===== config.mk =====
export PLATFORM = sky130hd
export DESIGN_NAME = mem_port_arbiter
export DESIGN_NICKNAME = d
export VERILOG_FILES = /design/src/rtl/mem_port_arbiter.sv
export SDC_FILE = /design/constraint.sdc
export NUM_CORES = 1
export LEC_CHECK = 0
export ABC_AREA = 1
export BUFFER_PORTS_ARGS = -buffer_cell sky130_fd_sc_hd__buf_2
export CAP_MARGIN = 20
export CORE_AREA = 2 2 162 164
export CTS_BUF_LIST = sky130_fd_sc_hd__clkbuf_8
export DETAILED_ROUTE_END_ITERATION = 7
export DIE_AREA = 0 0 164 166
export GPL_TIMING_DRIVEN = 0
export SLEW_MARGIN = 10
export SYNTH_ARGS = -nofsm -noshare
export SYNTH_HDL_FRONTEND = slang
export SYNTH_SLANG_ARGS = --single-unit

===== constraint.sdc =====
create_clock -name clk -period 2.42 [get_ports clk]
set_clock_uncertainty 0.05 [all_clocks]
set_input_delay 0.242 -clock clk [delete_from_list [all_inputs] [get_ports clk]]
set_output_delay 0.242 -clock clk [all_outputs]
set_load 0.02 [all_outputs]

===== src/rtl/mem_port_arbiter.sv =====
// Shares one single-ported memory between the fetch and data requesters, one access at a time.
// Define MEM_PORT_ARBITER_LOADER_EN to add a write-only program-loader port with top priority.
module mem_port_arbiter #(
  parameter int ADDR_W  = 32,
  parameter int DATA_W  = 32,
  parameter int LATENCY = 2
) (
  input  logic              clk,
  input  logic              rst_n,
  input  logic              if_req,
  input  logic [ADDR_W-1:0] if_addr,
  output logic [DATA_W-1:0] if_rdata,
  output logic              if_ack,
  input  logic              d_req,
  input  logic              d_we,
  input  logic [ADDR_W-1:0] d_addr,
  input  logic [DATA_W-1:0] d_wdata,
  output logic [DATA_W-1:0] d_rdata,
  output logic              d_ack,
`ifdef MEM_PORT_ARBITER_LOADER_EN
  input  logic              ld_req,
  input  logic [ADDR_W-1:0] ld_addr,
  input  logic [DATA_W-1:0] ld_wdata,
  output logic              ld_ack,
`endif
  output logic              mem_en,
  output logic              mem_we,
  output logic [ADDR_W-1:0] mem_addr,
  output logic [DATA_W-1:0] mem_wdata,
  input  logic [DATA_W-1:0] mem_rdata,
  output logic              busy
);

  typedef enum logic [1:0] {ST_IDLE, ST_ISSUE, ST_WAIT, ST_RESP} state_t;
  typedef enum logic [1:0] {
    GR_NONE = 2'd0,
    GR_IF   = 2'd1,
`ifdef MEM_PORT_ARBITER_LOADER_EN
    GR_D    = 2'd2,
    GR_LD   = 2'd3
`else
    GR_D    = 2'd2
`endif
  } grant_t;

  localparam logic       LG_IF    = 1'b0;
  localparam logic       LG_D     = 1'b1;
  localparam logic [3:0] CNT_LOAD = 4'(LATENCY - 1);

  state_t     state_r;
  grant_t     grant_r;
  grant_t     pick_s;
  logic [3:0] cnt_r;
  logic       last_grant_r;
  logic       req_we_r;

  // Winner selection: loader first (when present), then round-robin between fetch and data on a tie.
  always_comb begin
    pick_s = GR_NONE;
`ifdef MEM_PORT_ARBITER_LOADER_EN
    if (ld_req) begin
      pick_s = GR_LD;
    end else
`endif
    if (if_req && d_req) begin
      pick_s = (last_grant_r == LG_IF) ? GR_D : GR_IF;
    end else if (d_req) begin
      pick_s = GR_D;
    end else if (if_req) begin
      pick_s = GR_IF;
    end else begin
      pick_s = GR_NONE;
    end
  end

  // Access sequencer: IDLE samples, ISSUE strobes memory, WAIT counts latency, RESP acks.
  always_ff @(posedge clk or negedge rst_n) begin
    if (!rst_n) begin
      state_r      <= ST_IDLE;
      grant_r      <= GR_NONE;
      cnt_r        <= 4'd0;
      last_grant_r <= LG_IF;
      req_we_r     <= 1'b0;
      if_rdata     <= {DATA_W{1'b0}};
      if_ack       <= 1'b0;
      d_rdata      <= {DATA_W{1'b0}};
      d_ack        <= 1'b0;
`ifdef MEM_PORT_ARBITER_LOADER_EN
      ld_ack       <= 1'b0;
`endif
      mem_en       <= 1'b0;
      mem_we       <= 1'b0;
      mem_addr     <= {ADDR_W{1'b0}};
      mem_wdata    <= {DATA_W{1'b0}};
      busy         <= 1'b0;
    end else begin
      case (state_r)
        ST_IDLE: begin
          case (pick_s)
            GR_IF: begin
              mem_addr     <= if_addr;
              mem_wdata    <= {DATA_W{1'b0}};
              mem_we       <= 1'b0;
              req_we_r     <= 1'b0;
              last_grant_r <= LG_IF;
            end
            GR_D: begin
              mem_addr     <= d_addr;
              mem_wdata    <= d_wdata;
              mem_we       <= d_we;
              req_we_r     <= d_we;
              last_grant_r <= LG_D;
            end
`ifdef MEM_PORT_ARBITER_LOADER_EN
            // Loader grants leave the fetch/data fairness history untouched.
            GR_LD: begin
              mem_addr  <= ld_addr;
              mem_wdata <= ld_wdata;
              mem_we    <= 1'b1;
              req_we_r  <= 1'b1;
            end
`endif
            default: begin
              mem_we <= 1'b0;
            end
          endcase
          if (pick_s != GR_NONE) begin
            mem_en  <= 1'b1;
            busy    <= 1'b1;
            grant_r <= pick_s;
            state_r <= ST_ISSUE;
          end else begin
            mem_en  <= 1'b0;
            state_r <= ST_IDLE;
          end
        end
        ST_ISSUE: begin
          mem_en  <= 1'b0;
          mem_we  <= 1'b0;
          cnt_r   <= CNT_LOAD;
          state_r <= ST_WAIT;
        end
        ST_WAIT: begin
          if (cnt_r == 4'd0) begin
            case (grant_r)
              GR_IF: begin
                if_rdata <= mem_rdata;
                if_ack   <= 1'b1;
              end
              GR_D: begin
                if (!req_we_r) begin
                  d_rdata <= mem_rdata;
                end else begin
                  d_rdata <= d_rdata;
                end
                d_ack <= 1'b1;
              end
`ifdef MEM_PORT_ARBITER_LOADER_EN
              GR_LD: begin
                ld_ack <= 1'b1;
              end
`endif
              default: begin
                if_ack <= 1'b0;
              end
            endcase
            state_r <= ST_RESP;
          end else begin
            cnt_r <= cnt_r - 4'd1;
          end
        end
        ST_RESP: begin
          if_ack  <= 1'b0;
          d_ack   <= 1'b0;
`ifdef MEM_PORT_ARBITER_LOADER_EN
          ld_ack  <= 1'b0;
`endif
          busy    <= 1'b0;
          grant_r <= GR_NONE;
          state_r <= ST_IDLE;
        end
        default: begin
          mem_en  <= 1'b0;
          mem_we  <= 1'b0;
          busy    <= 1'b0;
          grant_r <= GR_NONE;
          state_r <= ST_IDLE;
        end
      endcase
    end
  end

endmodule


### After elaboration in Yosys (flattened, before gate mapping)

Cells that the tools add are included.

| word-level totals | value |
|---|---|
| register bits after elaboration | 143 |
| input port bits | 133 |

| cells by class | value |
|---|---|
| add/sub/neg operators | 1 |
| equality and inequality tests | 12 |
| muxes and demuxes | 27 |
| bitwise gates (word level) | 1 |
| reduce and logical (&&, ||, !) cells | 16 |

Operator list:

| cell | count |
|---|---|
| 32-bit one-hot mux with 2 select lines | 2 |
| 1-bit one-hot mux with 2 select lines | 8 |
| 2-bit nonzero test | 6 |
| 2-bit two-way mux | 5 |
| 2-bit inequality test, second input constant | 5 |
| 3-bit AND reduction | 3 |
| 2-bit equality test, second input constant | 4 |
| 1-bit two-way mux | 8 |
| 2-bit one-hot mux with 4 select lines | 1 |
| 4-bit one-hot mux with 2 select lines | 1 |
| 2-bit by 1-bit equality test with 1-bit output, second input constant | 3 |
| 2-bit AND reduction | 3 |
| 4-bit logical NOT | 1 |
| 4-bit two-way mux | 1 |
| 2-bit one-hot mux with 2 select lines | 1 |
| 4-bit AND reduction | 1 |
| 4-bit by 1-bit subtractor with 4-bit output, second input constant | 1 |
| 2-bit logical NOT | 1 |
| 1-bit logical AND | 1 |
| 1-bit NOT | 1 |

### Logic depth before layout (Yosys ltp)

Gate-level depths: netlist (run 1).

| depth | value |
|---|---|
| depth in word-level cells | 6 |
| gate-level depth with buffers | 10 |

### Worst setup path after synthesis (run 1)

Ideal clock, no wire load.

| timing | value |
|---|---|
| path kind | reg2reg |
| from | register last_grant_r |
| to | register mem_addr[23] |
| arrival | 1586 ps |
| data required time | 2244 ps |
| setup slack | 658 ps |
| stages on the path, launching flop included | 10 |
| path buffers | 3 |
| period minus slack after synthesis | 1762 ps |
| path through | dfrtp_1 > nand2_1 > nand2_2 > inv_2 > buf_2 > ha_1 > nor2_8 > buf_6 > buf_6 > a31oi_1 |

| on the way | value |
|---|---|
| cells in the longest elaborated chain, start to end | 5 |
| elaborated cells between the ends (all ways) | 7 |

Ends and longest elaborated chain:

| item | line | RTL |
|---|---|---|
| from (decl) | 54 | `logic last_grant_r;` |
| from (signal assigned) | 82 | `last_grant_r <= LG_IF;` |
| from (signal assigned) | 105 | `last_grant_r <= LG_IF;` |
| from (signal assigned) | 112 | `last_grant_r <= LG_D;` |
| 2-bit two-way mux (*) | 66 | `pick_s = (last_grant_r == LG_IF) ? GR_D : GR_IF;` |
| 2-bit two-way mux (*) | 65 | `if (if_req && d_req) begin` |
| 2-bit equality test or 2-bit by 1-bit equality test with 1-bit output (tied branches) | 99 | `case (pick_s)` |
| 2-bit nonzero test (no line) | -- |  |
| 2-bit AND reduction (no line) | -- |  |
| to (signal assigned) | 93 | `mem_addr <= {ADDR_W{1'b0}};` |
| to (signal assigned) | 101 | `mem_addr <= if_addr;` |
| to (signal assigned) | 108 | `mem_addr <= d_addr;` |
| to (decl) | 28 | `output logic [ADDR_W-1:0] mem_addr,` |

Every way passes the cells marked *; elsewhere a longest branch is shown, timed or not.
A chain may end at the register's enable or synchronous reset.

### Worst setup path after layout (run 1)

| timing | value |
|---|---|
| from | register last_grant_r |
| to | register mem_wdata[31] |

| on the way | value |
|---|---|
| cells in the longest elaborated chain, start to end | 5 |
| elaborated cells between the ends (all ways) | 7 |

Ends and longest elaborated chain:

| item | line | RTL |
|---|---|---|
| 2-bit two-way mux (*) | 66 |  |
| 2-bit two-way mux (*) | 65 |  |
| 2-bit equality test or 2-bit by 1-bit equality test with 1-bit output (tied branches) | 99 |  |
| 2-bit nonzero test (no line) | -- |  |
| 2-bit AND reduction (no line) | -- |  |
| to (signal assigned) | 94 | `mem_wdata <= {DATA_W{1'b0}};` |
| to (signal assigned) | 102 | `mem_wdata <= {DATA_W{1'b0}};` |
| to (signal assigned) | 109 | `mem_wdata <= d_wdata;` |
| to (decl) | 29 | `output logic [DATA_W-1:0] mem_wdata,` |

Marked as above.

==> run_results.csv, run 1 <==
group,metric,value,unit
outcome,status,"complete, no violations",
global_routing,grt_max_degree,83,
sta,timing.final.ws_setup,0.209,ns
global_routing,grt_use_total,0.149,
logic_synthesis,synth-seq-area-share,0.569,
pwr,leakagePower,4.92,nW
sta,hold_viol,0,
drt,drtIter0Drc,262,
cells_and_area,drive_above_1_share,0.389,
placement,dpl-instance-area,8070,sq um
global_routing,grt_overflow_total,0,
cts,cts_buffers,17,
sta,finalSetupViolCount,0,
setup_path,rrSetupSlack,0.21,ns
global_routing,grt_first_pass_wirelength,31.6,mm
cts,cts_sinks,143,
cells_and_area,multiInputGateArea,2210,sq um
logic_synthesis,synth_ff_type,"dfrtp_1",
setup_path,r2r_cells,10,
sta,fin_crit,2.21,ns
cts,clk_pin_slew,0.09,ns
logic_synthesis,yosysWarnings,0,
logic_synthesis,ys_ff_latch,143,
cts,clock_latency,0.44,ns
sta,max_freq,452,MHz
drt,drt_wl_total,20.2,mm
sta,rsz0062_at_grt,"false",
setup_path,critPathLaunch,"last_grant_r",
setup_path,worst_setup_path_start_kind,"flop",
logic_synthesis,synth_cells,659,
logic_synthesis,synth_edf_count,0,
logic_synthesis,async_reset_ff_frac,1.00,
floorplan,io_pins,266,
placement,dp_worst_setup_slack,0.116,ns
global_routing,grt_pass1_vias,6053,
cts,cts-root-buf,"clkbuf_8",
setup_path,worstPathMaxFanout,10,
logic_synthesis,synth.area.top_cells,"dfrtp_1 (57%), nand2_1 (13%), o21ai_2 (8.9%)",
sta,finalMaxSlewViolations,0,
drt,viasPerCell,4.31,
setup_path,end_kind,"flop",
cells_and_area,fin_util,0.369,
setup_path,r2r-start,"last_grant_r",
setup_path,crit_family,"buffers and inverters",
sta,period_share,0.914,
cells_and_area,design_area,9460,sq um
logic_synthesis,postSynthAreaPerCell,9.54,sq um
global_routing,antenna_found_initial,2,
cts,clockBufferDepth,2,
job,maxCapViolCount,0,
hold_path,min_path_type,"in2reg",
logic_synthesis,synth.cell_area,6280,sq um
cells_and_area,syn2layout_area_growth,50.5,%
sta,tightest_slew,0.487,ns
placement,port_buffers,265,
cells_and_area,regArea,3580,sq um
floorplan,start_util,0.245,
logic_synthesis,synth.net_count,800,
logic_synthesis,synth_top_area_frac,0.569,
drt,via_count,5972,
setup_path,slowest_stage,"dfrtp_1",
floorplan,die_h,166,microns
drt,ant_nets,0,
setup_path,endpoint,"mem_wdata[31]",
floorplan,dieArea,27200,sq um
logic_synthesis,yosys.area.top_type,"dfrtp_1",
floorplan,core_area,25600,sq um
setup_path,crit_required,2.75,ns
cells_and_area,fillers,2539,
floorplan,dieWidth,164,microns
pwr,power_density,1250,nW/um^2
placement,dpl.hpwl,14.2,mm
setup_path,critPathBufInv,4,
setup_path,critPathMaxStageDelay,0.40,ns
logic_synthesis,yosysMostFrequentCell,"nand2_1",
cells_and_area,nets,1181,
drt,wl_per_cell,14.6,microns
setup_path,cp_num_cells,10,
sta,slew_headroom,0.675,
cts,htreeDepth,4,
setup_path,r2r-end,"mem_wdata[31]",
pwr,vdd_drop_max,0.683,mV
floorplan,rows,59,
cts,cts_tree,"yes",
setup_path,crit_chain,"nand2_1, nand2_2, inv_2, buf_2, ha_1, nor2_8, buf_6, buf_6, nand3_1, nand2_1",
drt,drc,0,
setup_path,arrival,2.54,ns
drt,firstDrtPassIters,5,
logic_synthesis,synth.distinct_cells,26,
placement,place_congestion,0.841,
logic_synthesis,ys_top_cells_by_count,"nand2_1 (218), dfrtp_1 (143), o21ai_2 (64)",
setup_path,crit_type,"reg2reg",
==> cell type report <==
cell class / instances / share of cell area
Sequential cell: 143 / 0.378
Timing Repair Buffer: 362 / 0.246
Multi-Input combinational cell: 427 / 0.234
Tap cell: 335 / 0.0443
Buffer: 37 / 0.0315
Clock buffer: 17 / 0.0247
Inverter: 52 / 0.0209
Clock inverter: 13 / 0.0201
Antenna cell: 1 / 0.000265
==> cells in the final DEF, fill, tap and decap left out, types with 2 or more instances in the layout <==
cell type and count:
inv_2 4, o21bai_1 2, nor2_1 37, o21ai_2 64, a21oi_1 2, nand2_2 2
buf_6 17, bufinv_16 4, inv_6 2, nor2_2 2, o21ai_0 15, buf_2 277
clkbuf_8 17, clkbuf_2 3, clkinvlp_4 4, dfrtp_1 143, inv_1 47, nand3_1 37
a31oi_1 32, nand4_1 2, clkinv_4 2, buf_4 3, ha_1 8, dlygate4sd3_1 96
nand2_1 218
==> cells by family after synthesis <==
| group | share of synthesized area |
|---|---|
| AND/OR/NAND/NOR | 0.198 |
| flip-flops | 0.569 |
| AO/OA/AOI/OAI | 0.137 |
| buffers and inverters | 0.0782 |
| adder cells (fa/ha/maj) | 0.0159 |
| XOR/XNOR | 0.00139 |
==> sequential cells by signal (all words and copies together), names as in the netlist <==
name          count
if_ack            1
state_r           2
mem_we            1
if_rdata         32
d_rdata          32
busy              1
cnt_r             4
req_we_r          1
mem_en            1
mem_addr         32
mem_wdata        32
last_grant_r      1
d_ack             1
grant_r           2
==> layer usage <==
layer	up-vias	wire [microns]	GRT usage
li1	2879	-	-
met1	2789	8500	0.177
met2	276	9400	0.247
met3	28	1810	0.0480
met4	0	478	0.0606
met5	-	0	0
==> where the power goes <==
group	leakage, nW	switching [mW]	internal, mW	total (mW)
clock	0.201	1.00	1.12	2.12
combinational	3.05	3.53	1.98	5.50
sequential	1.68	0.643	3.52	4.16
==> worst min-delay path by stage <==
stage                        startpoint            to  slack, ns  cells after the start
after floorplan                   rst_n          busy      -0.10                      0
after global placement            d_ack         d_ack       0.41                      2
after detailed placement          rst_n  if_rdata[22]       0.17                      1
after CTS                    d_addr[13]  mem_addr[13]     0.0009                      3
after global routing      mem_rdata[22]  if_rdata[22]      0.002                      3
final                         d_addr[2]   mem_addr[2]       0.03                      3
==> stage by stage <==
step	power, mW	setup TNS [ns]	std cells	hold slack, ns
after global routing	12.6	0	1387	0.00236
after detailed placement	9.60	0	1260	0.167
after floorplan	7.65	0	659	-0.104
after global placement	9.51	-172.24	1259	0.406
final	11.8	0	1387	0.0338
after CTS	11.9	0	1386	0.000942
==> repair_timing <==
item,CTS,global route
gates resized for setup,0,6
hold buffers,96,0
setup buffers,0,0
setup endpoints to repair,0,23
endpoints found under the hold margin,130,0
==> worst register-to-register path: stages, from the launching register on <==
cell     delay (ns)
dfrtp_1        0.40
nand2_1        0.08
nand2_2        0.10
inv_2          0.13
buf_2          0.27
ha_1           0.34
nor2_8         0.19
buf_6          0.18
buf_6          0.18
nand3_1        0.14
nand2_1        0.10
Power figures use the tool's default switching activity.
==> run 2: changes to the inputs <==
--- a/config.mk
+++ b/config.mk
@@ -13,6 +13,7 @@
 export DETAILED_ROUTE_END_ITERATION = 7
 export DIE_AREA = 0 0 164 166
 export GPL_TIMING_DRIVEN = 0
+export RECOVER_POWER = 50
 export SLEW_MARGIN = 10
 export SYNTH_ARGS = -nofsm -noshare
 export SYNTH_HDL_FRONTEND = slang
==> run 2 against run 1 <==
Compared with the run above:
- the flow now finishes with violations (max-capacitance violations, max-slew violations)
- cell area fell by 0.98%
- setup slack got worse by 0.0036 ns
- fmax is 0.16% lower
- register-to-register slack barely moved
- largest cell class unchanged
- largest power group unchanged
==> run_results.csv, run 2 (synthesis results as in run 1) <==
group,metric,value,unit
placement,place_congestion,0.841,
drt,firstDrtPassIters,5,
sta,tns,0,ns
pwr,p_clk_frac,0.182,
cts,clockBufferDepth,2,
placement,port_buffers,265,
sta,slew_headroom,-0.0657,
setup_path,r2r_cells,10,
cts,clk_pin_slew,0.09,ns
setup_path,end_kind,"flop",
sta,period_share,0.915,
drt,drc,0,
global_routing,grt_overflow_total,0,
pwr,power_density,1240,nW/um^2
sta,finalMaxSlewViolations,62,
cells_and_area,fillers,2577,
sta,finalSetupViolCount,0,
setup_path,worstPathMaxFanout,10,
cts,cts_buffers,17,
cells_and_area,syn2layout_area_growth,49.0,%
cells_and_area,drive_above_1_share,0.326,
drt,drt_wl_total,20.2,mm
cells_and_area,final_cells,1387,
floorplan,die_h,166,microns
pwr,p_seq_frac,0.359,
drt,wl_per_cell,14.6,microns
sta,rsz0062_at_grt,"false",
floorplan,dieWidth,164,microns
sta,max_freq,452,MHz
cts,cts_setup_buffers,0,
job,maxCapViolCount,1,
floorplan,core_area,25600,sq um
cts,cts_tree,"yes",
setup_path,crit_required,2.75,ns
pwr,p_sw_frac,0.445,
drt,drtIter0Drc,277,
cts,cts-root-buf,"clkbuf_8",
floorplan,start_util,0.245,
placement,dpl.cell_count,1260,
cells_and_area,layout_common_cells,"nand2_1 (218), buf_2 (211), dfrtp_1 (143), dlygate4sd3_1 (96), clkbuf_1 (67)",
global_routing,grt_use_total,0.149,
global_routing,grt_max_degree,83,
cells_and_area,multiInputGateArea,2210,sq um
sta,tightest_slew,1.60,ns
setup_path,arrival,2.55,ns
floorplan,dieArea,27200,sq um
drt,via_count,5990,
hold_path,hold_depth,3,
outcome,violations,"max-capacitance violations, max-slew violations",
setup_path,worst_setup_path_start_kind,"flop",
sta,hold_slack,0.0322,ns
pwr,p_comb_frac,0.460,
drt,ant_nets,0,
cts,cts_sinks,143,
pwr,p_int,6.47,mW
sta,hold_viol,0,
cells_and_area,regArea,3580,sq um
floorplan,rows,59,
global_routing,grt_first_pass_wirelength,31.6,mm
floorplan,io_pins,266,
pwr,vdd_drop_max,0.680,mV
global_routing,antenna_found_initial,2,
cts,clock_latency,0.43,ns
outcome,status,"complete, but fails checks",
global_routing,grt_pass1_vias,6053,
hold_path,min_path_type,"in2reg",
drt,viasPerCell,4.32,
pwr,p_sw,5.19,mW
placement,dpl.hpwl,14.2,mm
sta,fin_crit,2.21,ns
cells_and_area,final_common_cell,"nand2_1",
pwr,leakagePower,4.73,nW
setup_path,crit_type,"reg2reg",
cts,htreeDepth,4,
cells_and_area,nets,1181,
==> run 2: power by group through the flow <==
stage / registers, mW / logic (mW) / clock network, mW
floorplan: 5.44 / 2.21 / 0
global placement: 4.14 / 5.37 / 0
detailed placement: 4.17 / 5.43 / 0
CTS: 4.15 / 5.55 / 2.21
global route: 4.30 / 5.89 / 2.32
finish: 4.18 / 5.36 / 2.12
==> run 2: path summary, 6_finish.rpt <==
| kind | slack (ns) | from | end |
|---|---|---|---|
| worst max-delay path | 0.21 | last_grant_r | mem_wdata[31] |
| worst min-delay path | 0.03 | d_addr[2] | mem_addr[2] |
| worst max register to register | 0.21 | last_grant_r | mem_wdata[31] |
| worst min register to register | 0.43 | d_rdata[12] | d_rdata[12] |
| max in group asynchronous | 0.49 | rst_n | mem_addr[28] |
| min in group asynchronous | 0.69 | rst_n | d_rdata[24] |
==> run 2: stage by stage <==
stage	setup slack, ns	utilization	instance area, sq um	power (mW)
final	0.205	0.366	9370	11.7
after global routing	0.0862	0.366	9370	12.5
after CTS	0.0952	0.369	9450	11.9
after detailed placement	0.116	0.315	8070	9.60
after global placement	-1.22	0.313	8030	9.51
after floorplan	0.658	-	6280	7.65
==> run 2: area by class of cell <==
| cell class | count | area share |
|---|---|---|
| tap | 335 | 0.0448 |
| sequential | 143 | 0.382 |
| clock buffer | 17 | 0.0250 |
| inverter | 52 | 0.0211 |
| multi-input combinational | 427 | 0.236 |
| clock inverter | 13 | 0.0203 |
| timing repair buffer | 362 | 0.238 |
| buffer | 37 | 0.0318 |
| antenna | 1 | 0.000267 |
==> run 2: worst max-delay path, stage by stage, from the launching register on <==
cell and delay (ns):
dfrtp_1 0.40, nand2_1 0.08, nand2_2 0.10, inv_2 0.12
buf_2 0.27, ha_1 0.34, nor2_8 0.19, buf_6 0.18
buf_6 0.17, nand3_1 0.13, nand2_1 0.10
==> run 2: routing by layer <==
metal / global-route usage / vias up / wire (microns) / share of wire
met2: 0.247 / 276 / 9380 / 0.46
met3: 0.0480 / 26 / 1830 / 0.091
met5: 0 / - / 0 / 0
met1: 0.177 / 2804 / 8510 / 0.42
met4: 0.0606 / 0 / 471 / 0.023
li1: - / 2884 / - / -
==> run 2: timing repair <==
| item | in CTS | in global routing |
|---|---|---|
| hold buffers | 96 | 0 |
| setup endpoints to repair | 0 | 23 |
| hold endpoints to repair | 130 | 0 |
| gates resized for setup | 0 | 6 |
==> run 3: changes to the inputs <==
--- a/config.mk
+++ b/config.mk
@@ -13,6 +13,7 @@
 export DETAILED_ROUTE_END_ITERATION = 7
 export DIE_AREA = 0 0 164 166
 export GPL_TIMING_DRIVEN = 0
+export PLACE_DENSITY = 0.49
 export RECOVER_POWER = 50
 export SLEW_MARGIN = 10
 export SYNTH_ARGS = -nofsm -noshare
==> run 3 against run 2 <==
Compared with the run above:
- the flow still finishes with violations (max-capacitance violations, max-slew violations)
- register-to-register slack better by 0.08 ns
- routed wire length is 0.46% lower
- non-clock buffer count is 3 higher
- global-route usage rose by 0.10 points
- sequential share of layout area shrank 0.056 points
- sequential cell count stayed put
- hold slack better by 0.0051 ns
- fmax rose by 3.6%
- clock-buffer cell count increased by 1
- combinational power about the same
- sequential power is essentially flat
- setup slack gained 0.076 ns
==> run_results.csv, run 3 (synthesis results as in run 1) <==
group,metric,value,unit
outcome,status,"complete, but fails checks",
outcome,violations,"max-capacitance violations, max-slew violations",
global_routing,grt_pass1_vias,6138,
sta,timing.final.ws_setup,0.281,ns
floorplan,core_area,25600,sq um
cells_and_area,diodes,0,
sta,max_freq,468,MHz
setup_path,slowest_stage,"dfrtp_1",
cts,cts_buffers,17,
drt,ant_nets,0,
floorplan,rows,59,
drt,drt_wl_total,20.1,mm
pwr,power_density,1230,nW/um^2
setup_path,worst_path_most_repeated_cell,"buf_2",
placement,dp_worst_setup_slack,0.0955,ns
sta,fin_crit,2.14,ns
sta,period_share,0.884,
global_routing,grt_use_total,0.150,
drt,drtIter0Drc,239,
setup_path,critPathBufInv,3,
global_routing,grt_max_degree,82,
cts,cts_tree,"yes",
setup_path,arrival,2.44,ns
placement,port_buffers,265,
floorplan,dieWidth,164,microns
cts,clockBufferDepth,2,
sta,finalMaxSlewViolations,63,
setup_path,end_kind,"flop",
job,maxCapViolCount,1,
drt,drc,0,
drt,wl_per_cell,14.5,microns
setup_path,crit_type,"reg2reg",
pwr,leakagePower,4.76,nW
setup_path,critPathMaxStageDelay,0.40,ns
cells_and_area,fillers,2650,
cts,htreeDepth,4,
setup_path,crit_family,"buffers and inverters",
global_routing,antenna_found_initial,0,
cells_and_area,layout_common_cells,"nand2_1 (218), buf_2 (212), dfrtp_1 (143), dlygate4sd3_1 (99), clkbuf_1 (66)",
setup_path,rrSetupSlack,0.28,ns
setup_path,crit_required,2.72,ns
drt,viasPerCell,4.26,
setup_path,worst_setup_path_start_kind,"flop",
sta,slew_headroom,-0.119,
cts,clock_latency,0.43,ns
sta,finalSetupViolCount,0,
global_routing,grt_overflow_total,0,
cells_and_area,drive_above_1_share,0.325,
sta,hold_viol,0,
sta,rsz0062_at_grt,"false",
global_routing,grt_first_pass_wirelength,32.4,mm
pwr,vdd_drop_max,0.622,mV
floorplan,die_h,166,microns
cells_and_area,final_common_cell,"nand2_1",
sta,tightest_slew,1.68,ns
cells_and_area,design_area,9380,sq um
cts,cts-root-buf,"clkbuf_8",
hold_path,min_path_type,"in2reg",
cts,clk_pin_slew,0.09,ns
drt,firstDrtPassIters,4,
floorplan,start_util,0.245,
placement,dpl-instance-area,8070,sq um
placement,place_congestion,0.780,
setup_path,crit_chain,"nand2_1, nand2_2, inv_2, buf_2, ha_1, nor2_8, buf_2, nor2_1, a31oi_1",
setup_path,worstPathMaxFanout,10,
placement,dpl.hpwl,14.3,mm
cells_and_area,syn2layout_area_growth,49.3,%
drt,via_count,5927,
cts,cts_sinks,143,
floorplan,io_pins,266,
cells_and_area,nets,1184,
floorplan,dieArea,27200,sq um
run 3: cell types whose count changed in the layout (fill, tap and decap cells not counted), sizes merged:
cell | previous run | this run
buf | 232 | 233
bufinv | 4 | 3
clkinv | 3 | 2
clkinvlp | 4 | 3
diode | 1 | 0
dlygate4sd3 | 96 | 99
inv | 54 | 57
run 3: power breakdown:
group          internal [mW]  total [mW]  switching [mW]
clock network           1.05        2.03           0.982
registers               3.52        4.16           0.640
logic                   1.83        5.35            3.52
run 3: per-stage QoR:
stage               hold slack, ns  total power [mW]  TNS [ns]  utilization  std cells
finish                      0.0373              11.5         0        0.366       1390
global route                0.0125              12.5         0        0.366       1390
CTS                       0.000987              11.8         0        0.370       1390
detailed placement           0.165              9.61         0        0.315       1260
global placement             0.406              9.55   -187.23        0.313       1259
floorplan                   -0.104              7.65         0            -        659
run 3: layout make-up:
class                           instances  area [sq um]  share of cell area
Inverter                               52           198              0.0211
Buffer                                 37           298              0.0317
Clock inverter                         13           161              0.0172
Timing Repair Buffer                  365          2260               0.241
Clock buffer                           18           248              0.0264
Sequential cell                       143          3580               0.381
Tap cell                              335           419              0.0447
Multi-Input combinational cell        427          2210               0.236
run 3: timing repair:
item,in CTS,in global routing
hold buffers,99,0
setup buffers,0,0
endpoints found under the setup margin,0,30
gates resized for setup,0,6
hold endpoints to repair,133,0
run 3: metal layers:
| layer | global-route usage | routed length, microns | vias to the layer above |
|---|---|---|---|
| met5 | 0 | 0 | - |
| met4 | 0.0374 | 259 | 0 |
| met3 | 0.0532 | 1900 | 12 |
| met2 | 0.246 | 9230 | 262 |
| met1 | 0.187 | 8720 | 2766 |
| li1 | - | - | 2887 |
run 3: worst min-delay path: cells and delay by family:
family,cells,cell delay (ns)
AO/OA/AOI/OAI,1,0.07
buffers and inverters,2,0.18
run 3: worst paths after layout:
path,from,cells past startpoint,endpoint
worst max-delay path,last_grant_r,9,mem_addr[29]
worst min-delay path,mem_rdata[21],3,if_rdata[21]
worst max register to register,last_grant_r,9,mem_addr[29]
worst min register to register,cnt_r[0],1,cnt_r[0]
max in group asynchronous,rst_n,3,mem_wdata[26]
min in group asynchronous,rst_n,2,d_rdata[11]
